[src/rtl/branch_resolve_cp4_if.sv]
`default_nettype none
// ============================================================================
// Module  : branch_resolve_cp4_if
// Brief   : Execute-stage branch resolution bus: instruction, comparator flags,
//           redirect/flush outputs and branch statistics counters.
// Revision: 1.0 - initial release
// ============================================================================
interface branch_resolve_cp4_if #(
   parameter int CNT_W = 32
);
   logic             ex_valid;
   logic             ex_is_branch;
   logic             ex_is_jal;
   logic             ex_is_jalr;
   logic [2:0]       ex_funct3;
   logic [31:0]      ex_pc;
   logic [31:0]      ex_imm;
   logic [31:0]      ex_rs1;
   logic             br_eq;
   logic             br_lt;
   logic             br_un;
   logic             stall;
   logic             redirect_valid;
   logic [31:0]      redirect_pc;
   logic             flush;
   logic             illegal_br;
   logic             misalign;
   logic             cnt_clr;
   logic [CNT_W-1:0] branch_count;
   logic [CNT_W-1:0] taken_count;

   modport master (
      output ex_valid, ex_is_branch, ex_is_jal, ex_is_jalr, ex_funct3,
             ex_pc, ex_imm, ex_rs1, br_eq, br_lt, stall, cnt_clr,
      input  br_un, redirect_valid, redirect_pc, flush, illegal_br,
             misalign, branch_count, taken_count
   );

   modport slave (
      input  ex_valid, ex_is_branch, ex_is_jal, ex_is_jalr, ex_funct3,
             ex_pc, ex_imm, ex_rs1, br_eq, br_lt, stall, cnt_clr,
      output br_un, redirect_valid, redirect_pc, flush, illegal_br,
             misalign, branch_count, taken_count
   );
endinterface
`default_nettype wire

[src/rtl/branch_resolve_cp4.sv]
`default_nettype none
// ============================================================================
// Module  : branch_resolve_cp4
// Brief   : Resolves branches/JAL/JALR in execute, issues redirect + flush of
//           younger instructions, and keeps saturating branch statistics.
// Revision: 1.0 - initial release
// ============================================================================
module branch_resolve_cp4 #(
   parameter int FLUSH_CYCLES = 2,
   parameter int CNT_W        = 32
) (
   input  wire logic           clk,
   input  wire logic           rst,
   branch_resolve_cp4_if.slave bus
);
   typedef enum logic [0:0] {
      ST_IDLE   = 1'b0,
      ST_SQUASH = 1'b1
   } state_t;

   localparam logic [2:0]       c_flush_init = 3'(FLUSH_CYCLES);
   localparam logic [CNT_W-1:0] c_cnt_max    = '1;
   localparam logic [CNT_W-1:0] c_cnt_one    = CNT_W'(1);

   state_t           r_state, w_state_nxt;
   logic [2:0]       r_sq_cnt, w_sq_cnt_nxt;
   logic             r_redirect_valid;
   logic [31:0]      r_redirect_pc;
   logic             r_illegal_br;
   logic             r_misalign;
   logic [CNT_W-1:0] r_branch_count;
   logic [CNT_W-1:0] r_taken_count;

   logic             w_resolve;
   logic             w_kind_jal, w_kind_jalr, w_kind_br;
   logic             w_illegal, w_cond, w_taken;
   logic [31:0]      w_pc_sum, w_rs1_sum, w_target;
   logic             w_redirect, w_misalign, w_count_br;

   assign w_resolve   = (r_state == ST_IDLE) && bus.ex_valid && !bus.stall;

   // JAL wins over JALR, which wins over a conditional branch
   assign w_kind_jal  = bus.ex_is_jal;
   assign w_kind_jalr = !bus.ex_is_jal && bus.ex_is_jalr;
   assign w_kind_br   = !bus.ex_is_jal && !bus.ex_is_jalr && bus.ex_is_branch;
   assign w_illegal   = w_kind_br && (bus.ex_funct3[2:1] == 2'b01);

   always_comb begin
      w_cond = 1'b0;
      case (bus.ex_funct3)
         3'b000:         w_cond = bus.br_eq;
         3'b001:         w_cond = !bus.br_eq;
         3'b100, 3'b110: w_cond = bus.br_lt;
         3'b101, 3'b111: w_cond = !bus.br_lt;
         default:        w_cond = 1'b0;
      endcase
   end

   assign w_pc_sum   = bus.ex_pc + bus.ex_imm;
   assign w_rs1_sum  = bus.ex_rs1 + bus.ex_imm;
   assign w_target   = w_kind_jalr ? {w_rs1_sum[31:1], 1'b0} : w_pc_sum;
   assign w_taken    = w_kind_jal || w_kind_jalr || (w_kind_br && !w_illegal && w_cond);
   assign w_redirect = w_resolve && w_taken && !w_target[1];
   assign w_misalign = w_resolve && w_taken && w_target[1];
   assign w_count_br = w_resolve && w_kind_br && !w_illegal;

   assign bus.br_un          = bus.ex_funct3[1];
   assign bus.redirect_valid = r_redirect_valid;
   assign bus.redirect_pc    = r_redirect_pc;
   assign bus.flush          = (r_state == ST_SQUASH);
   assign bus.illegal_br     = r_illegal_br;
   assign bus.misalign       = r_misalign;
   assign bus.branch_count   = r_branch_count;
   assign bus.taken_count    = r_taken_count;

   always_ff @(posedge clk) begin
      if (rst) begin
         r_state  <= ST_IDLE;
         r_sq_cnt <= 3'd0;
      end else begin
         r_state  <= w_state_nxt;
         r_sq_cnt <= w_sq_cnt_nxt;
      end
   end

   // Squash length counts down unconditionally; stall does not extend it
   always_comb begin
      w_state_nxt  = r_state;
      w_sq_cnt_nxt = r_sq_cnt;
      case (r_state)
         ST_IDLE: begin
            if (w_redirect) begin
               w_state_nxt  = ST_SQUASH;
               w_sq_cnt_nxt = c_flush_init;
            end
         end
         ST_SQUASH: begin
            w_sq_cnt_nxt = r_sq_cnt - 3'd1;
            if (r_sq_cnt == 3'd1) w_state_nxt = ST_IDLE;
         end
         default: w_state_nxt = ST_IDLE;
      endcase
   end

   always_ff @(posedge clk) begin
      if (rst) begin
         r_redirect_valid <= 1'b0;
         r_redirect_pc    <= 32'd0;
         r_illegal_br     <= 1'b0;
         r_misalign       <= 1'b0;
      end else begin
         r_redirect_valid <= w_redirect;
         r_illegal_br     <= w_resolve && w_illegal;
         r_misalign       <= w_misalign;
         if (w_redirect) r_redirect_pc <= w_target;
      end
   end

   // A misaligned taken branch is still a taken branch for statistics
   always_ff @(posedge clk) begin
      if (rst || bus.cnt_clr) begin
         r_branch_count <= '0;
         r_taken_count  <= '0;
      end else if (w_count_br) begin
         if (r_branch_count != c_cnt_max) r_branch_count <= r_branch_count + c_cnt_one;
         if (w_cond && (r_taken_count != c_cnt_max)) r_taken_count <= r_taken_count + c_cnt_one;
      end
   end
endmodule
`default_nettype wire

[src/flat_wrapper.sv]
// flat-port wrapper written by rule: the top's interface ports become plain ports
module branch_resolve_cp4_flat 
#(
   parameter int FLUSH_CYCLES = 2,
   parameter int CNT_W        = 32
)
  (clk, rst, bus_ex_valid, bus_ex_is_branch, bus_ex_is_jal, bus_ex_is_jalr, bus_ex_funct3, bus_ex_pc, bus_ex_imm, bus_ex_rs1, bus_br_eq, bus_br_lt, bus_stall, bus_cnt_clr, bus_br_un, bus_redirect_valid, bus_redirect_pc, bus_flush, bus_illegal_br, bus_misalign, bus_branch_count, bus_taken_count);
  branch_resolve_cp4_if #(.CNT_W(CNT_W)) bus_i ();
  input  wire logic clk;
  input  wire logic rst;
  input wire logic [$bits(bus_i.ex_valid)-1:0] bus_ex_valid;
  input wire logic [$bits(bus_i.ex_is_branch)-1:0] bus_ex_is_branch;
  input wire logic [$bits(bus_i.ex_is_jal)-1:0] bus_ex_is_jal;
  input wire logic [$bits(bus_i.ex_is_jalr)-1:0] bus_ex_is_jalr;
  input wire logic [$bits(bus_i.ex_funct3)-1:0] bus_ex_funct3;
  input wire logic [$bits(bus_i.ex_pc)-1:0] bus_ex_pc;
  input wire logic [$bits(bus_i.ex_imm)-1:0] bus_ex_imm;
  input wire logic [$bits(bus_i.ex_rs1)-1:0] bus_ex_rs1;
  input wire logic [$bits(bus_i.br_eq)-1:0] bus_br_eq;
  input wire logic [$bits(bus_i.br_lt)-1:0] bus_br_lt;
  input wire logic [$bits(bus_i.stall)-1:0] bus_stall;
  input wire logic [$bits(bus_i.cnt_clr)-1:0] bus_cnt_clr;
  output wire logic [$bits(bus_i.br_un)-1:0] bus_br_un;
  output wire logic [$bits(bus_i.redirect_valid)-1:0] bus_redirect_valid;
  output wire logic [$bits(bus_i.redirect_pc)-1:0] bus_redirect_pc;
  output wire logic [$bits(bus_i.flush)-1:0] bus_flush;
  output wire logic [$bits(bus_i.illegal_br)-1:0] bus_illegal_br;
  output wire logic [$bits(bus_i.misalign)-1:0] bus_misalign;
  output wire logic [$bits(bus_i.branch_count)-1:0] bus_branch_count;
  output wire logic [$bits(bus_i.taken_count)-1:0] bus_taken_count;
  assign bus_i.ex_valid = bus_ex_valid;
  assign bus_i.ex_is_branch = bus_ex_is_branch;
  assign bus_i.ex_is_jal = bus_ex_is_jal;
  assign bus_i.ex_is_jalr = bus_ex_is_jalr;
  assign bus_i.ex_funct3 = bus_ex_funct3;
  assign bus_i.ex_pc = bus_ex_pc;
  assign bus_i.ex_imm = bus_ex_imm;
  assign bus_i.ex_rs1 = bus_ex_rs1;
  assign bus_i.br_eq = bus_br_eq;
  assign bus_i.br_lt = bus_br_lt;
  assign bus_i.stall = bus_stall;
  assign bus_i.cnt_clr = bus_cnt_clr;
  assign bus_br_un = bus_i.br_un;
  assign bus_redirect_valid = bus_i.redirect_valid;
  assign bus_redirect_pc = bus_i.redirect_pc;
  assign bus_flush = bus_i.flush;
  assign bus_illegal_br = bus_i.illegal_br;
  assign bus_misalign = bus_i.misalign;
  assign bus_branch_count = bus_i.branch_count;
  assign bus_taken_count = bus_i.taken_count;
  branch_resolve_cp4 #(.FLUSH_CYCLES(FLUSH_CYCLES), .CNT_W(CNT_W)) u_core (.clk(clk), .rst(rst), .bus(bus_i));
endmodule
[config.mk]
export PLATFORM = sky130hd
export DESIGN_NAME = branch_resolve_cp4_flat
export DESIGN_NICKNAME = d
export VERILOG_FILES = /design/src/rtl/branch_resolve_cp4_if.sv /design/src/rtl/branch_resolve_cp4.sv /design/src/flat_wrapper.sv
export SDC_FILE = /design/constraint.sdc
export NUM_CORES = 1
export LEC_CHECK = 0
export ABC_CLOCK_PERIOD_IN_PS = 4200
export BUFFER_PORTS_ARGS = -buffer_cell sky130_fd_sc_hd__clkbuf_2
export CELL_PAD_IN_SITES_DETAIL_PLACEMENT = 0
export CELL_PAD_IN_SITES_GLOBAL_PLACEMENT = 1
export CORE_ASPECT_RATIO = 0.5
export CORE_MARGIN = 2
export CORE_UTILIZATION = 39
export DETAILED_ROUTE_END_ITERATION = 8
export PLACE_DENSITY_LB_ADDON = 0.1
export SLEW_MARGIN = 5
export SYNTH_ARGS = -nofsm -noshare
export SYNTH_HDL_FRONTEND = slang
export SYNTH_SLANG_ARGS = --single-unit
[constraint.sdc]
create_clock -name clk -period 4.2 [get_ports clk]
set_input_delay 0.84 -clock clk [delete_from_list [all_inputs] [get_ports clk]]
set_output_delay 0.84 -clock clk [all_outputs]
set_load 0.02 [all_outputs]
# ---- Yosys cells after proc, flatten, opt, wreduce, memory -nomap -nowiden
# Cells that the tools add are included.
# W data, S select, Z words.
dict set report totals {
  inputBits 109
  word_cells 61
  reg_bits 103
}
dict set report classes {
  reduce_logical 30
  n_bitwise 1
  mux 7
  n_eq_ne 10
  add_sub_neg 5
}
# op n
set op_table {}
lappend op_table {{$add A32 B1 Y32 const B} 2}
lappend op_table {{$add A32 B32 Y32} 2}
lappend op_table {{$ne A32 B32 Y1 const B} 2}
lappend op_table {{$mux W32} 1}
lappend op_table {{$logic_and A1 B1 Y1} 15}
lappend op_table {{$eq A3 B3 Y1 const B} 4}
lappend op_table {{$logic_not A1 Y1} 7}
lappend op_table {{$eq A3 B1 Y1 const B} 2}
lappend op_table {{$pmux W3 S2} 1}
lappend op_table {{$pmux W1 S4} 1}
lappend op_table {{$reduce_and A2 Y1} 2}
lappend op_table {{$reduce_or A2 Y1} 2}
lappend op_table {{$logic_not A3 Y1} 1}
lappend op_table {{$logic_or A1 B1 Y1} 3}
lappend op_table {{$mux W3} 1}
lappend op_table {{$sub A3 B1 Y3 const B} 1}
lappend op_table {{$eq A2 B1 Y1 const B} 1}
lappend op_table {{$mux W1} 2}
lappend op_table {{$ne A2 B1 Y1 const B} 1}
lappend op_table {{$pmux W1 S2} 1}
lappend op_table {{$not A1 Y1} 1}

# ---- Depth between registers and ports, before layout
# Gate-level depths: netlist of run 1.
dict set report logic_depth {
  ltp_word 12
  ltp_mapped 11
  ltp_nobuf 11
}

# ---- Worst setup path after synthesis of run 1
# OpenSTA, ideal clock, no wires.
dict set report synth_path {
  kind {input port to flip-flop}
  startpoint {input port bus_ex_imm[0]}
  endpoint {register u_core.r_redirect_pc[26], in the netlist u_core.bus.redirect_pc[26]}
  setup_slack_ns 0.814
  path_buffers 0
  path_stages 10
  setup_time_ns 0.095
  arrival_time_ns 3.291
  cell_sequence {ha_1 -> fa_1 -> a21oi_1 -> nor3_1 -> o41ai_1 -> a2111oi_2 -> o32ai_2 -> o21ai_0 -> xnor2_1 -> a221oi_1}
}
dict set report synth_via {
  elab_chain_cells 4
  word_cells_on_any_way 5
  classes_between {add/sub (2); mux (1); reduce/logical (2)}
}
# item line
set synth_rtl {}
lappend synth_rtl {{start: declaration} flat_wrapper.sv:17} ;# input wire logic [$bits(bus_i.ex_imm)-1:0] bus_ex_imm;
lappend synth_rtl {{$add A32 B32 Y32 (on tied branches)} {branch_resolve_cp4.sv:59, branch_resolve_cp4.sv:60}}
lappend synth_rtl {{$mux W32 *} branch_resolve_cp4.sv:61} ;# assign w_target = w_kind_jalr ? {w_rs1_sum[31:1], 1'b0} : w_pc_sum;
lappend synth_rtl {{$logic_not A1 Y1} branch_resolve_cp4.sv:63} ;# assign w_redirect = w_resolve && w_taken && !w_target[1];
lappend synth_rtl {{$logic_and A1 B1 Y1} branch_resolve_cp4.sv:63}
lappend synth_rtl {{end signal: assignment} branch_resolve_cp4.sv:115} ;# if (w_redirect) r_redirect_pc <= w_target;
lappend synth_rtl {{end: declaration} branch_resolve_cp4.sv:28} ;# logic [31:0] r_redirect_pc;
# Every way passes the cells marked *; elsewhere a longest branch is shown, timed or not.
# A chain may end at the register's enable or synchronous reset.

# ---- Worst setup path after layout of run 1
dict set report layout_path {
  startpoint {input port bus_ex_imm[0]}
  endpoint {register u_core.r_redirect_pc[28], in the netlist u_core.bus.redirect_pc[28]}
}
# Same word-level chain as after synthesis.

==> metrics.yaml, run 1 <==
status: "finished clean"
relSlewSlack_pct: 22.45
post_cts_resized: 0
hold_depth: 1
min_path_type: "flop to flop"
fmax_mhz: 290.1
p_per_area_nw_per_um2: 283.7
required_ps: 4460
p_leak_nw: 4.161
hpwl_um: 19440
reg2reg_slack_ps: 1020
numCtsBuffers: 9
peakVddDrop_uv: 177.9
wire_per_inst_um: 16.63
antenna_found_initial: 0
cpMaxStageDelayCell: "fa_1"
coreArea_um2: 19590
syn_area_um2: 7860
hold_viol: 0
htreeDepth: 3
fin_crit_ps: 3447
grt_max_degree: 61
hold-path-endpoint: "u_core.bus.redirect_pc[0]"
root_buffer: "clkbuf_16"
worst_setup_path_end_kind: "flop"
overflow: 0
arrival_ps: 3710
clock_sinks: 103
clock_path_buffers: 2
insertedDiodeCount: 0
hold_buffers: 0
synthesis.instances: 1014
track_usage_pct: 22.81
min_period_over_period_pct: 82.07
drt-total-wl_um: 24620
syn_nets: 1190
hold_start: "u_core.bus.redirect_pc[0]"
yosysTopAreaCell: "dfxtp_1"
die-area_um2: 21370
r2r_cells: 9
hold_ws_ps: 473.6
r2r-start: "u_core.bus.branch_count[3]"
yosys-top-cells-area: "dfxtp_1 26%, ha_1 10%, nor2_1 6.5%"
die_w_um: 204.8
vias_per_cell: 5.493
critical_path_class: "input pin to flop"
rsz0062_at_grt: "false"
cts_tree: "yes"
ant_nets: 0
clock_latency_ps: 360
cts_setup_buffers: 0
crit_path_start_kind: "input pin"
path_clk_slew_ps: 70
drt_iter0_drc: 391
grt_pass1_vias: 7714
vias: 8130
area_growth_syn_to_layout_pct: 20.58
drc: 0
skew_ps: 7.330
start_util_pct: 40.11
setup_tns_ps: 0
max-cap-violations: 0
rr_endpoint: "u_core.bus.branch_count[8]"
worst_pin_slew_ps: 1163
synth-main-ff-cell: "dfxtp_1"
path_cells: "clkbuf_2, and2_1, fa_1, a21oi_1, o211a_1, o21ai_0, a221o_1, a31o_2, a41o_1, a211oi_1, xor2_1, a221oi_1"
slew_violations: 0
gp_congestion: 0.8933
cp_slowest_stage_delay_ps: 410
yosysTopAreaCellShare_pct: 26.23
seq_area_frac_synth_pct: 26.23
synth-edff-count: 0
portBuffers: 209
synthArstFlopShare_pct: 0
rows: 36
drive_gt1_share_pct: 21.50
instances_no_fill: 1480
yosysWarnings: 0
synth.distinct_cells: 68
boundaryPins: 210
avgSynthCellArea_um2: 7.752
nets: 1385
dp.cells: 1464
synth-seq-cells: 103
first_pass_iters: 5
grt_first_pass_wirelength_um: 39400
setup_viol: 0
worstPathMaxFanout: 5
dieHeight_um: 104.4
[critical path, delay by kind of cell]
family / cells / cell delay (ps)
simple gates: 1 / 170
fa+ha+maj: 1 / 410
compound gates: 8 / 2100
xor+xnor: 1 / 100
buf+inv: 1 / 90
[layout by cell type (no fill, tap or decap), drive strengths merged, types with 8 or more instances in the layout]
| master | count |
|---|---|
| a211oi | 20 |
| nand3 | 35 |
| xnor2 | 50 |
| nor3 | 29 |
| o21ai | 44 |
| ha | 65 |
| and3 | 18 |
| buf | 12 |
| inv | 34 |
| a221oi | 12 |
| o211ai | 8 |
| a21o | 25 |
| nor2 | 138 |
| nand4 | 34 |
| a21oi | 90 |
| or3 | 14 |
| dfxtp | 103 |
| nand2 | 81 |
| clkbuf | 220 |
| a31oi | 16 |
| and2 | 12 |
| xor2 | 56 |
| o21bai | 9 |
[layout make-up]
| type | count | area [µm²] |
|---|---|---|
| Timing Repair Buffer | 221 | 1136 |
| Clock inverter | 5 | 47.55 |
| Inverter | 31 | 116.4 |
| Clock buffer | 11 | 252.7 |
| Multi-Input combinational cell | 843 | 5530 |
| Sequential cell | 103 | 2062 |
| Fill cell | 2053 | 10120 |
| Tap cell | 266 | 332.8 |
[synth_stat cells, drive strengths merged (18+ instances only)]
library cell and number:
a21o 25, inv 31, dfxtp 103, o21ai 44, ha 65, clkbuf 33, a211oi 20, xor2 56
nor3 29, a21oi 90, xnor2 50, nor2 138, nand4 34, nand2 81, and3 18, nand3 35
[flip-flops by register name, summed over array words and instances, names as in the netlist]
name	cells
u_core.bus.redirect_valid	1
u_core.bus.flush	1
u_core.bus.redirect_pc	32
u_core.bus.illegal_br	1
u_core.r_sq_cnt	3
u_core.bus.branch_count	32
u_core.bus.misalign	1
u_core.bus.taken_count	32
[through the flow]
step	total power, mW	setup slack (ps)	cell area (µm²)	utilization [%]
finish	2.689	752.9	9478	48.37
global route	2.840	499.0	9478	48.37
CTS	2.708	772.0	9478	48.37
detailed placement	1.829	409.2	9178	46.84
global placement	1.830	467.0	9178	46.84
floorplan	1.581	813.7	7860	-
[cells by family (layout without fill, tap and decap cells)]
logic type / Yosys count / count (layout) / synth area share [%]
simple gates: 401 / 401 / 25.25
compound gates: 264 / 264 / 21.79
xor+xnor: 106 / 106 / 11.81
flops: 103 / 103 / 26.23
buf+inv: 68 / 268 / 3.406
fa+ha+maj: 67 / 67 / 10.86
mux: 5 / 5 / 0.6527
[where the power goes]
group          total [mW]  internal [mW]  switching (mW)
registers            1.02           1.00          0.0171
clock network       0.876          0.448           0.428
logic               0.794          0.321           0.473
total                2.69           1.77           0.918
[worst max path at each step]
stage,start,endpoint,slack [ps]
final,bus_ex_imm[0],u_core.bus.redirect_pc[28],750
after global routing,bus_ex_imm[0],u_core.bus.redirect_pc[24],500
after CTS,bus_ex_imm[0],u_core.bus.redirect_pc[28],770
after detailed placement,bus_ex_imm[0],u_core.bus.redirect_pc[28],410
after global placement,bus_ex_imm[0],u_core.bus.redirect_pc[24],470
after floorplan,bus_ex_imm[0],u_core.bus.redirect_pc[26],810
[metal layers]
| layer | track usage [%] | part of all wire (%) |
|---|---|---|
| met1 | 30.87 | 48 |
| met2 | 37.48 | 46 |
| met3 | 3.603 | 4.1 |
| met4 | 6.211 | 1.9 |
| met5 | 0 | 0 |
Note: power is estimated with default switching activity, not from simulation.
==> run 2: changes to the inputs <==
--- a/config.mk
+++ b/config.mk
@@ -5,7 +5,7 @@
 export SDC_FILE = /design/constraint.sdc
 export NUM_CORES = 1
 export LEC_CHECK = 0
-export ABC_CLOCK_PERIOD_IN_PS = 4200
+export ABC_CLOCK_PERIOD_IN_PS = 3200
 export BUFFER_PORTS_ARGS = -buffer_cell sky130_fd_sc_hd__clkbuf_2
 export CELL_PAD_IN_SITES_DETAIL_PLACEMENT = 0
 export CELL_PAD_IN_SITES_GLOBAL_PLACEMENT = 1
==> constraint.sdc (replaced) <==
create_clock -name clk -period 3.2 [get_ports clk]
set_input_delay 0.64 -clock clk [delete_from_list [all_inputs] [get_ports clk]]
set_output_delay 0.64 -clock clk [all_outputs]
set_load 0.02 [all_outputs]
==> metrics.yaml, run 2 (synthesis results as in run 1) <==
status: "finished clean"  # unchanged
hold_buffers: 0  # unchanged
antenna_found_initial: 0  # unchanged
wire_per_inst_um: 16.24  # was 16.63 µm
worst_setup_path_end_kind: "flop"  # unchanged
worst_pin_slew_ps: 1080  # was 1163 ps
ant_nets: 0  # unchanged
drc: 0  # unchanged
mostFrequentLayoutCell: "clkbuf_2"  # unchanged
first_pass_iters: 5  # unchanged
path_buf_inv: 1  # unchanged
critical_path_class: "input pin to flop"  # unchanged
drt_iter0_drc: 439  # was 391
root_buffer: "clkbuf_16"  # unchanged
path_delay_family: "compound AO/OA/AOI/OAI gates"  # unchanged
numCtsBuffers: 9  # unchanged
coreArea_um2: 19590  # unchanged
worstPathMaxFanout: 5  # unchanged
min_period_over_period_pct: 97.43
path_clk_slew_ps: 70  # about the same
hold_viol: 0  # unchanged
clock_sinks: 103  # unchanged
postPlaceCellArea_um2: 9625  # was 9178 µm²
min_path_type: "flop to flop"  # unchanged
track_usage_pct: 23.07  # was 22.81%
skew_ps: 5.482  # was 7.330 ps
die-area_um2: 21370  # unchanged
grt_first_pass_wirelength_um: 39680  # was 39400 µm
multi_input_area_um2: 5558  # was 5530 µm²
area_growth_syn_to_layout_pct: 26.63  # was 20.58%
htreeDepth: 3  # unchanged
clock_latency_ps: 350  # was 360 ps
die_w_um: 204.8  # unchanged
p_leak_nw: 4.459  # was 4.161 nW
required_ps: 3460  # was 4460 ps
fmax_mhz: 320.7
drt-total-wl_um: 24970  # was 24620 µm
dp.cells: 1522  # was 1464
nets: 1443  # was 1385
drive_gt1_share_pct: 25.47  # was 21.50%
grt_pass1_vias: 7649  # was 7714
p_per_area_nw_per_um2: 362.4  # was 283.7 nW/µm²
dieHeight_um: 104.4  # unchanged
fillers: 1989  # was 2053
hpwl_um: 20250  # was 19440 µm
cp_slowest_stage_delay_ps: 440  # was 410 ps
boundaryPins: 210  # unchanged
final_cell_mix: "209 x clkbuf_2, 137 x nor2_1, 103 x dfxtp_1"  # unchanged
path_cells: "clkbuf_2, and2_1, fa_1, a21oi_2, o211a_1, o21ai_0, a221o_1, a31o_2, a41o_1, a211oi_2, xor2_1, a221oi_1"  # was clkbuf_2, and2_1, fa_1, a21oi_1, o211a_1, o21ai_0, a221o_1, a31o_2, a41o_1, a211oi_1, xor2_1, a221oi_1
rows: 36  # unchanged
peakVddDrop_uv: 280.6  # was 177.9 µV
clock_path_buffers: 2  # unchanged
max-cap-violations: 0  # unchanged
relSlewSlack_pct: 27.76  # was 22.45%
fin_crit_ps: 3118
vias_per_cell: 5.388  # was 5.493
overflow: 0  # unchanged
cts_setup_buffers: 0  # unchanged
final_cell_area_um2: 9953  # was 9478 µm²
start_util_pct: 40.11  # unchanged
rsz0062_at_grt: "true"  # was false
crit_path_start_kind: "input pin"  # unchanged
cts_tree: "yes"  # unchanged
grt_max_degree: 33  # was 61
vias: 8287  # was 8130
setup_viol: 0  # unchanged
cpMaxStageDelayCell: "a221o_1"  # was fa_1
finalPower_mw: 3.607  # was 2.689 mW
instances_no_fill: 1538  # was 1480
slew_violations: 0  # unchanged
regArea_um2: 2062  # unchanged
insertedDiodeCount: 0  # unchanged
arrival_ps: 3380  # was 3710 ps
portBuffers: 209  # unchanged
gp_congestion: 0.9035  # was 0.8933
run 2: cell types whose count changed in the layout (fill, tap and decap cells not counted), sizes merged:
cell	before	now
buf	12	70
clkbuf	220	221
clkinvlp	1	0
run 2: cell type report:
class / instances / share of cell area (%)
multi-input combinational: 843 / 55.84
sequential: 103 / 20.72
clock buffer: 12 / 2.678
clock inverter: 4 / 0.3394
tap: 266 / 3.344
inverter: 31 / 1.169
timing repair buffer: 279 / 15.91
run 2: stage by stage:
| step | setup TNS [ps] | setup WS, ps | util (%) | hold slack [ps] |
|---|---|---|---|---|
| floorplan | 0 | 13.70 | - | 471.9 |
| global placement | -2582 | -342.9 | 49.13 | 459.6 |
| detailed placement | -3590 | -408.3 | 49.13 | 467.1 |
| CTS | 0 | 37.04 | 50.70 | 485.2 |
| global route | -24.99 | -24.99 | 50.80 | 493.8 |
| finish | 0 | 82.26 | 50.80 | 481.7 |
run 2: final timing paths:
path                              start                           to  slack (ps)  cells after the start
max reg2reg  u_core.bus.branch_count[4]  u_core.bus.branch_count[30]         440                     10
max                       bus_ex_imm[0]   u_core.bus.redirect_pc[28]          80                     12
min reg2reg   u_core.bus.redirect_pc[0]    u_core.bus.redirect_pc[0]         480                      1
min           u_core.bus.redirect_pc[0]    u_core.bus.redirect_pc[0]         480                      1
run 2: power by group:
part	internal, mW	switching (mW)
sequential	1.32	0.0245
combinational	0.495	0.641
clock	0.603	0.528
total	2.41	1.19
run 2: repair_timing:
action                                  CTS  global route
resized for setup                         1             4
endpoints found under the setup margin    3             8
pin swaps                                 0             3
run 2: layer usage:
layer | up-vias | global-route usage (%) | part of all wire [%] | routed length (µm)
met1 | 3896 | 31.40 | 48 | 11910
met2 | 191 | 38.49 | 47 | 11690
met3 | 15 | 3.791 | 4.6 | 1139
met4 | 0 | 4.244 | 0.91 | 228
li1 | 4185 | - | - | -
met5 | - | 0 | 0 | 0
==> run 3: changes to the inputs <==
--- a/config.mk
+++ b/config.mk
@@ -5,13 +5,14 @@
 export SDC_FILE = /design/constraint.sdc
 export NUM_CORES = 1
 export LEC_CHECK = 0
-export ABC_CLOCK_PERIOD_IN_PS = 3200
+export ABC_CLOCK_PERIOD_IN_PS = 3300
 export BUFFER_PORTS_ARGS = -buffer_cell sky130_fd_sc_hd__clkbuf_2
 export CELL_PAD_IN_SITES_DETAIL_PLACEMENT = 0
 export CELL_PAD_IN_SITES_GLOBAL_PLACEMENT = 1
 export CORE_ASPECT_RATIO = 0.5
 export CORE_MARGIN = 2
-export CORE_UTILIZATION = 39
+export CORE_UTILIZATION = 40
+export CTS_BUF_LIST = sky130_fd_sc_hd__clkbuf_8
 export DETAILED_ROUTE_END_ITERATION = 8
 export PLACE_DENSITY_LB_ADDON = 0.1
 export SLEW_MARGIN = 5
==> constraint.sdc (replaced) <==
create_clock -name clk -period 3.3 [get_ports clk]
set_input_delay 0.66 -clock clk [delete_from_list [all_inputs] [get_ports clk]]
set_output_delay 0.66 -clock clk [all_outputs]
set_load 0.02 [all_outputs]
==> metrics.yaml, run 3 (synthesis results as in run 1) <==
r2r_cells: 10  # unchanged
r2r-start: "u_core.bus.branch_count[3]"  # was u_core.bus.branch_count[4]
worstPathMaxFanout: 5  # unchanged
min_path_type: "flop to flop"  # unchanged
cpMaxStageDelayCell: "fa_1"  # was a221o_1
gp_congestion: 0.9075  # was 0.9035
mostFrequentLayoutCell: "clkbuf_2"  # unchanged
clock_sinks: 103  # unchanged
status: "finished clean"  # unchanged
arrival_ps: 3360  # was 3380 ps
coreArea_um2: 19370  # was 19590 µm²
hold_viol: 0  # unchanged
clock_latency_ps: 410  # was 350 ps
cts_tree: "yes"  # unchanged
ant_nets: 0  # unchanged
die_w_um: 202.2  # was 204.8 µm
insertedDiodeCount: 0  # unchanged
wire_per_inst_um: 16.31  # was 16.24 µm
peakVddDrop_uv: 157.3  # was 280.6 µV
hold_buffers: 0  # unchanged
final_cell_mix: "209 x clkbuf_2, 137 x nor2_1, 103 x dfxtp_1"  # unchanged
setup_tns_ps: 0  # unchanged
hpwl_um: 19960  # was 20250 µm
crit_path_start_kind: "input pin"  # unchanged
min_period_over_period_pct: 92.86
postLayoutSetupSlackWorst_ps: 235.7  # was 82.26 ps
grt_first_pass_wirelength_um: 38560  # was 39680 µm
fin_crit_ps: 3064
relSlewSlack_pct: 56.60  # was 27.76%
area_growth_syn_to_layout_pct: 23.91  # was 26.63%
post_cts_resized: 0  # was 1
finalPower_mw: 3.285  # was 3.607 mW
drc: 0  # unchanged
hold_start: "u_core.bus.redirect_pc[0]"  # unchanged
slew_violations: 0  # unchanged
critical_path_class: "input pin to flop"  # unchanged
place_ws_ps: -252.7  # was -408.3 ps
grt_max_degree: 34  # was 33
antenna_found_initial: 0  # unchanged
setup_viol: 0  # unchanged
p_leak_nw: 4.337  # was 4.459 nW
skew_ps: 7.458  # was 5.482 ps
fmax_mhz: 326.3
worst_pin_slew_ps: 650.3  # was 1080 ps
crit_path_end: "u_core.bus.redirect_pc[20]"  # was u_core.bus.redirect_pc[28]
root_buffer: "clkbuf_8"  # was clkbuf_16
rsz0062_at_grt: "false"  # was true
max-cap-violations: 0  # unchanged
worst_setup_path_end_kind: "flop"  # unchanged
boundaryPins: 210  # unchanged
vias_per_cell: 5.413  # was 5.388
crit_path_start: "bus_ex_imm[0]"  # unchanged
vias: 8249  # was 8287
p_per_area_nw_per_um2: 337.3  # was 362.4 nW/µm²
grt_pass1_vias: 7695  # was 7649
rr_endpoint: "u_core.bus.branch_count[18]"  # was u_core.bus.branch_count[30]
die-area_um2: 20860  # was 21370 µm²
first_pass_iters: 5  # unchanged
numCtsBuffers: 9  # unchanged
fin_util_pct: 50.28  # was 50.80%
drive_gt1_share_pct: 24.32  # was 25.47%
htreeDepth: 3  # unchanged
overflow: 0  # unchanged
path_clk_slew_ps: 110  # was 70 ps
final_cell_area_um2: 9739  # was 9953 µm²
postPlaceCellArea_um2: 9520  # was 9625 µm²
path_cells: "clkbuf_2, and2_1, fa_1, a21oi_1, o211a_1, o21ai_0, a221o_1, a31o_2, a41o_1, xnor2_1, a2111oi_0"  # was clkbuf_2, and2_1, fa_1, a21oi_2, o211a_1, o21ai_0, a221o_1, a31o_2, a41o_1, a211oi_2, xor2_1, a221oi_1
drt-total-wl_um: 24860  # was 24970 µm
portBuffers: 209  # unchanged
reg2reg_slack_ps: 510  # was 440 ps
drt_iter0_drc: 481  # was 439
start_util_pct: 40.58  # was 40.11%
rows: 36  # unchanged
cp_slowest_stage_delay_ps: 420  # was 440 ps
clock_path_buffers: 2  # unchanged
required_ps: 3590  # was 3460 ps
dieHeight_um: 103.1  # was 104.4 µm
track_usage_pct: 23.27  # was 23.07%
nets: 1429  # was 1443
cts_setup_buffers: 0  # unchanged
-- run 3: cell count changes in the layout (fill, tap and decap cells not counted), sizes merged --
| cell | previous run | this run |
|---|---|---|
| buf | 70 | 56 |
| clkinvlp | 0 | 1 |
| clkbuf | 221 | 220 |
| bufinv | 0 | 1 |
| inv | 34 | 33 |
-- run 3: metal layers --
metal | routed length, µm | share of wire (%) | vias up | GRT usage [%]
li1 | - | - | 4150 | -
met1 | 11490 | 46 | 3902 | 29.39
met2 | 11870 | 48 | 170 | 41.68
met3 | 1102 | 4.4 | 27 | 4.077
met4 | 391 | 1.6 | 0 | 5.952
met5 | 0 | 0 | - | 0
-- run 3: final cells by class --
class	count	area [µm²]
multi-input cells	843	5535
flip-flops and latches	103	2062
repair buffers	265	1479
clock inverters	5	62.56
fillers	1980	9629
well taps	266	332.8
inverters	31	116.4
clock buffers	11	151.4
-- run 3: stage by stage --
stage / hold WS [ps] / cells
2_1_floorplan: 471.9 / 1014
3_3_place_gp: 456.8 / 1508
3_5_place_dp: 460.9 / 1508
4_1_cts: 487.1 / 1524
5_1_grt: 495.9 / 1524
6_report: 484.6 / 1524
-- run 3: worst min path at each step --
stage | to | slack, ps | depth (start not counted)
2_1_floorplan | u_core.r_sq_cnt[2] | 470 | 2
3_3_place_gp | u_core.bus.redirect_pc[0] | 460 | 1
3_5_place_dp | u_core.bus.redirect_pc[0] | 460 | 1
4_1_cts | u_core.bus.redirect_pc[0] | 490 | 1
5_1_grt | u_core.bus.redirect_pc[0] | 500 | 1
6_report | u_core.bus.redirect_pc[0] | 480 | 1
-- run 3: worst max-delay path: cells and delay by family --
family,cells,cell delay [ps]
xor+xnor,1,140
fa+ha+maj,1,420
simple gates,1,170
compound gates,7,1870
buf+inv,1,100
-- run 3: power breakdown --
part / switching (mW) / internal [mW] / leakage [nW]
clock: 0.510 / 0.400 / 0.108
combinational: 0.613 / 0.465 / 3.40
sequential: 0.0228 / 1.28 / 0.833
